==> config.mk <==
export PLATFORM = sky130hd
export DESIGN_NAME = truth_table_sweeper
export DESIGN_NICKNAME = d
export VERILOG_FILES = /design/src/rtl/tt_pkg.sv /design/src/rtl/settle_timer.sv /design/src/rtl/truth_table_sweeper.sv
export SDC_FILE = /design/constraint.sdc
export NUM_CORES = 1
export LEC_CHECK = 0
export ABC_CLOCK_PERIOD_IN_PS = 2400
export CAP_MARGIN = 20
export CORE_AREA = 4 4 49 51
export DETAILED_ROUTE_END_ITERATION = 10
export DIE_AREA = 0 0 53 55
export PLACE_DENSITY = 0.67
export SYNTH_ARGS = -nofsm -noshare
export SYNTH_HDL_FRONTEND = slang
export SYNTH_HIERARCHICAL = 1
export SYNTH_SLANG_ARGS = --single-unit
==> constraint.sdc <==
create_clock -name clk -period 2.4 [get_ports clk]
set_input_delay 0.48 -clock clk [delete_from_list [all_inputs] [get_ports clk]]
set_output_delay 0.48 -clock clk [all_outputs]
set_load 0.005 [all_outputs]
==> src/rtl/tt_pkg.sv <==
// tt_pkg: shared definitions for truth_table_sweeper.
//   tt_state_e      - sweep FSM states (IDLE, HOLD, SAMPLE, FIN)
//   num_vectors(n)  - number of input combinations for n inputs (2^n)
package tt_pkg;

  typedef enum logic [1:0] {
    IDLE   = 2'd0,
    HOLD   = 2'd1,
    SAMPLE = 2'd2,
    FIN    = 2'd3
  } tt_state_e;

  function automatic int num_vectors(input int n);
    return 1 << n;
  endfunction

endpackage

==> src/rtl/settle_timer.sv <==
// settle_timer: loadable down-counter with a zero flag. It times the HOLD
// interval of the sweeper. The count stops at zero instead of wrapping.
// Ports:
//   clk      - clock, rising edge
//   rst      - synchronous active-high reset (count -> 0)
//   load     - load load_val (has priority over en)
//   load_val - value to load
//   en       - decrement while nonzero
//   zero     - count == 0
module settle_timer #(
  parameter int W = 1
) (
  input  logic         clk,
  input  logic         rst,
  input  logic         load,
  input  logic [W-1:0] load_val,
  input  logic         en,
  output logic         zero
);

  logic [W-1:0] cnt_q;

  // NOTE: sequential state uses non-blocking (<=) so every register samples
  // the pre-edge values, independent of statement order.
  always_ff @(posedge clk) begin
    if (rst) begin
      cnt_q <= '0;
    end else if (load) begin
      cnt_q <= load_val;
    end else if (en && (cnt_q != '0)) begin
      cnt_q <= cnt_q - W'(1);
    end
  end

  assign zero = (cnt_q == '0);

endmodule

==> src/rtl/truth_table_sweeper.sv <==
// truth_table_sweeper: drives a small combinational circuit through every
// input combination, lets each settle, samples the response and compares it
// against an expected truth table latched at start.
// Optional feature: define TT_CAPTURE_EN to add the 'captured' output holding
// the raw sampled response of every vector.
// Ports:
//   clk, rst     - clock and synchronous active-high reset
//   start        - request a sweep (accepted only in IDLE)
//   expected     - expected truth table, bit i = response for vector i
//   stim         - vector driven to the circuit (stim[0] = x1)
//   resp         - circuit response
//   busy         - sweep in progress (start acceptance up to, not incl., done)
//   done         - one-cycle end-of-sweep pulse
//   pass         - last sweep had zero mismatches
//   err_count    - mismatch count of the last sweep
//   fail_valid   - at least one mismatch recorded
//   first_fail   - lowest failing vector index (valid with fail_valid)
//   captured     - (TT_CAPTURE_EN) sampled response per vector
module truth_table_sweeper import tt_pkg::*; #(
  parameter int N_IN   = 2,
  parameter int SETTLE = 1
) (
  input  logic                         clk,
  input  logic                         rst,
  input  logic                         start,
  input  logic [num_vectors(N_IN)-1:0] expected,
  output logic [N_IN-1:0]              stim,
  input  logic                         resp,
  output logic                         busy,
  output logic                         done,
  output logic                         pass,
  output logic [N_IN:0]                err_count,
  output logic                         fail_valid,
  output logic [N_IN-1:0]              first_fail
`ifdef TT_CAPTURE_EN
  ,
  output logic [num_vectors(N_IN)-1:0] captured
`endif
);

  localparam int NV = num_vectors(N_IN);
  localparam int TW = (SETTLE > 1) ? $clog2(SETTLE) : 1;
  localparam logic [TW-1:0]  SETTLE_LOAD = TW'(SETTLE - 1);
  // One bit wider than stim so comparing against the last index never wraps.
  localparam logic [N_IN:0]  LAST_VEC    = (N_IN + 1)'(NV - 1);
  localparam logic [N_IN:0]  ONE         = (N_IN + 1)'(1);

  tt_state_e state_q, state_d;

  logic [NV-1:0]   expected_q;
  logic [N_IN:0]   vec_q;
  logic [N_IN:0]   err_q;
  logic [N_IN:0]   err_next;
  logic            pass_q;
  logic            fail_valid_q;
  logic [N_IN-1:0] first_fail_q;
  logic            tmr_load;
  logic            tmr_en;
  logic            tmr_zero;
  logic            mismatch;
  logic            last_vec;

  settle_timer #(.W(TW)) u_settle_timer (
    .clk      (clk),
    .rst      (rst),
    .load     (tmr_load),
    .load_val (SETTLE_LOAD),
    .en       (tmr_en),
    .zero     (tmr_zero)
  );

  assign mismatch = (resp != expected_q[stim]);
  assign last_vec = (vec_q == LAST_VEC);
  // Includes the vector being sampled, so pass reflects the final vector too.
  assign err_next = mismatch ? (err_q + ONE) : err_q;

  always_ff @(posedge clk) begin
    if (rst) state_q <= IDLE;
    else     state_q <= state_d;
  end

  // NOTE: every signal driven here gets a default first; a path that leaves
  // one unassigned would infer a latch.
  always_comb begin
    state_d  = state_q;
    tmr_load = 1'b0;
    tmr_en   = 1'b0;
    unique case (state_q)
      IDLE: begin
        if (start) begin
          state_d  = HOLD;
          tmr_load = 1'b1;
        end
      end
      HOLD: begin
        tmr_en = 1'b1;
        if (tmr_zero) state_d = SAMPLE;
      end
      SAMPLE: begin
        if (last_vec) begin
          state_d = FIN;
        end else begin
          state_d  = HOLD;
          tmr_load = 1'b1;
        end
      end
      FIN:     state_d = IDLE;
      default: state_d = IDLE;
    endcase
  end

  // NOTE: the latched truth table is reset along with the rest; it is only a
  // few flops and this keeps every output deterministic out of reset.
  always_ff @(posedge clk) begin
    if (rst) begin
      expected_q   <= '0;
      vec_q        <= '0;
      err_q        <= '0;
      pass_q       <= 1'b0;
      fail_valid_q <= 1'b0;
      first_fail_q <= '0;
    end else begin
      if (state_q == IDLE && start) begin
        expected_q   <= expected;
        vec_q        <= '0;
        err_q        <= '0;
        pass_q       <= 1'b0;
        fail_valid_q <= 1'b0;
        first_fail_q <= '0;
      end else if (state_q == SAMPLE) begin
        err_q <= err_next;
        if (mismatch && !fail_valid_q) begin
          fail_valid_q <= 1'b1;
          first_fail_q <= stim;
        end
        // stim stays on the last index after the sweep.
        if (last_vec) pass_q <= (err_next == '0);
        else          vec_q  <= vec_q + ONE;
      end
    end
  end

`ifdef TT_CAPTURE_EN
  logic [NV-1:0] captured_q;

  always_ff @(posedge clk) begin
    if (rst) begin
      captured_q <= '0;
    end else if (state_q == IDLE && start) begin
      captured_q <= '0;
    end else if (state_q == SAMPLE) begin
      captured_q[stim] <= resp;
    end
  end

  assign captured = captured_q;
`endif

  assign stim       = vec_q[N_IN-1:0];
  assign busy       = (state_q == HOLD) || (state_q == SAMPLE);
  assign done       = (state_q == FIN);
  assign pass       = pass_q;
  assign err_count  = err_q;
  assign fail_valid = fail_valid_q;
  assign first_fail = first_fail_q;

endmodule

==> impl_metrics.ini <==
[setup_path]
end_kind = output port
cp_cell_sequence = inv_1 > ha_1 > clkdlybuf4s50_1
criticalPathCategory = reg -> out
crit_path_dat_ns = 1.60
critPathLaunchType = flop
path_max_fanout = 5
worstPathRequired_ns = 1.92
max_stage_delay_ns = 0.49
critical-path-slowest-cell = clkdlybuf4s50_1

[clock_tree]
postCtsSetupBuffers = 0
insertion_delay_ns = 0.30
cts-buffers-inserted = 3
tritoncts = done
cts_clk_pin_slew_worst_paths_ns = 0.12
post_cts_resize_count = 0
clock_root_buffer = clkbuf_4
cts-hold-fix-buffers = 0
cts.sink_count = 17
htreeDepth = 1
max-clock-path-buffers = 2

[global_route]
global_route.usage.total_pct = 14.1
via_count_of_the_first_global_routing_pass = 720
antenna_found_initial = 0
grt_pass1_wl_mm = 2.96
grt_start_max_net_pins = 12
grt.overflow.total = 0

[finish]
layout.nets = 134
antenna-diode-count = 0
final_cell_count_no_fill = 144
syn2layout_area_growth_pct = 28.0
layout-drive-gt1-share_pct = 7.69

[drt]
wirelength_mm = 1.70
drc = 0
met2RoutedLength_um = 809
met3WireLength_um = 74
antenna_violating_nets_post_route = 0
dr.max_layer_used = met4
vias = 721
ratio_of_routed_vias_to_standard_cells = 5.01
drt_initial_violations = 11
routedWlPerCell_um = 11.8
drt-pass1-iter-count = 4
metal1_wirelength_um = 778

[sta]
timing.final.crit_share_pct = 86.8
timing.final.crit_period_ns = 2.08
final-hold-violation-count = 0
report.final.setup_viol = 0
maxClockFrequency_ghz = 0.480
timing_max_transition_violations_final = 0
clock-skew-final_ns = 0.0158
fin_tns_setup_ns = 0
grt_setup_unrepaired = false

[job]
timing.max_cap.violations = 0

[logic_synthesis]
synth-warning-count = 6
post_synth.cell_area_avg_um2 = 8.94
number_of_standard_cells_after_synthesis = 96
yosys.cell_types.count = 27
synth.yosys.seq_area_share_pct = 39.7
post_synth_instance_area_um2 = 858
synthesis.nets = 112
postSynthRegisterBits = 17

[placed_design]
detailedPlacementHpwl_mm = 1.36
dpl.cell_count = 140
port_buffers = 18
place.gp.congestion = 0.745

[status]
run_status = completed

[worst_hold_path]
worst_hold_path_type = reg -> reg

[pwr]
static-leakage-power_nw = 0.423
max-vdd-ir-drop_uv = 458
power_density_cells_nw_per_um2 = 601

[floorplanning]
ios = 19
initial_cell_density_of_the_core_pct = 44.2
die_outline_area_um2 = 2920
die_height_um = 55
placeableCoreArea_um2 = 1940
fp.dieW_um = 53
rows = 16
## cell families after synthesis
kind of cell / count (synthesis) / synth area share (%)
and+or+nand+nor: 33 / 17.9
AOI/OAI and AO/OA: 17 / 12.2
other: 1 / 0.437
muxes: 6 / 8.45
buffers and inverters: 11 / 5.68
xor gates and xnor gates: 3 / 3.94
DFF: 17 / 39.7
adders and majority gates: 8 / 11.7
## synthesized netlist by cell type, drive strengths merged
cell,number,area share (%)
a21oi,8,4.7
xor2,1,1.0
nor4,1,0.73
nand3,4,2.3
buf,2,1.7
o22ai,1,0.73
nor4b,1,1.0
inv,8,3.5
nor3,2,1.2
or4,1,0.87
a211oi,2,1.7
mux4,1,2.6
dfxtp,17,40
nor2,5,2.2
mux2i,5,5.8
o41ai,1,1.9
o21ai,4,2.3
conb,1,0.44
clkbuf,1,0.44
ha,8,12
or3,2,1.5
nand2b,1,0.73
o21a,1,0.87
nand2,15,6.6
xnor2,2,2.9
nand3b,1,0.87
## worst max-delay path, delay by kind of cell, from the launching register on
kind | cells | cell delay [ns]
adder cells (fa/ha/maj) | 1 | 0.28
flip-flops | 1 | 0.43
buffers and inverters | 2 | 0.60
## power breakdown
group	internal, W	switching [W]
Sequential	0.000304	0.0000163
Clock	0.0000634	0.0000978
Combinational	0.0000848	0.0000942
Total	0.000452	0.000208
## layer usage
metal | GRT usage, % | vias up
li1 | - | 370
met1 | 16.4 | 328
met2 | 24.6 | 16
met3 | 3.22 | 7
met4 | 6.38 | 0
met5 | 0 | -
## placed cells by master, fill, tap and decap left out
master	instances
nor2_1	5
or3_1	2
nand3_1	4
clkinvlp_4	1
nand2b_1	1
nand2_1	15
buf_4	2
nor4_1	1
ha_1	8
nor4b_1	1
mux4_2	1
mux2i_1	5
xnor2_2	1
o22ai_1	1
dfxtp_1	17
a21oi_1	8
clkdlybuf4s50_1	18
xor2_1	1
a211oi_1	2
nand3b_1	1
xnor2_1	1
clkbuf_4	3
o21a_1	1
nor3_1	2
or4_1	1
o21ai_0	4
inv_1	8
o41ai_2	1
conb_1	1
## registers in the layout, indices dropped and copies added (netlist names)
register	cells
expected_q	4
first_fail	2
pass	1
err_count	3
fail_valid	1
state_q	2
u_settle_timer/cnt_q	1
vec_q	3
## final timing paths
path	start	end	slack, ns	depth (start not counted)
max	state_q[1]	busy	0.32	3
min	expected_q[3]	expected_q[3]	0.47	2
max reg2reg	state_q[1]	err_count[0]	0.59	6
min reg2reg	expected_q[3]	expected_q[3]	0.47	2
## per-stage QoR
step / utilization (%) / area [µm²] / total power, W / hold WS (ns) / setup WS, ns
detailed placement: 55.0 / 1070 / 0.000507 / 0.452 / 0.387
global placement: 55.0 / 1070 / 0.000501 / 0.446 / 0.435
global route: 56.6 / 1100 / 0.000699 / 0.490 / 0.257
finish: 56.6 / 1100 / 0.000660 / 0.468 / 0.318
CTS: 56.6 / 1100 / 0.000661 / 0.469 / 0.322
floorplan: - / 858 / 0.000441 / 0.433 / 0.759
## area by class of cell
type	instances	area, µm²
Timing Repair Buffer	20	195
Fill cell	189	843
Tap cell	27	33.8
Clock inverter	1	7.51
Clock buffer	3	22.5
Sequential cell	17	340
Inverter	8	30.0
Multi-Input combinational cell	68	469
Note: power is estimated with default switching activity, not from simulation.
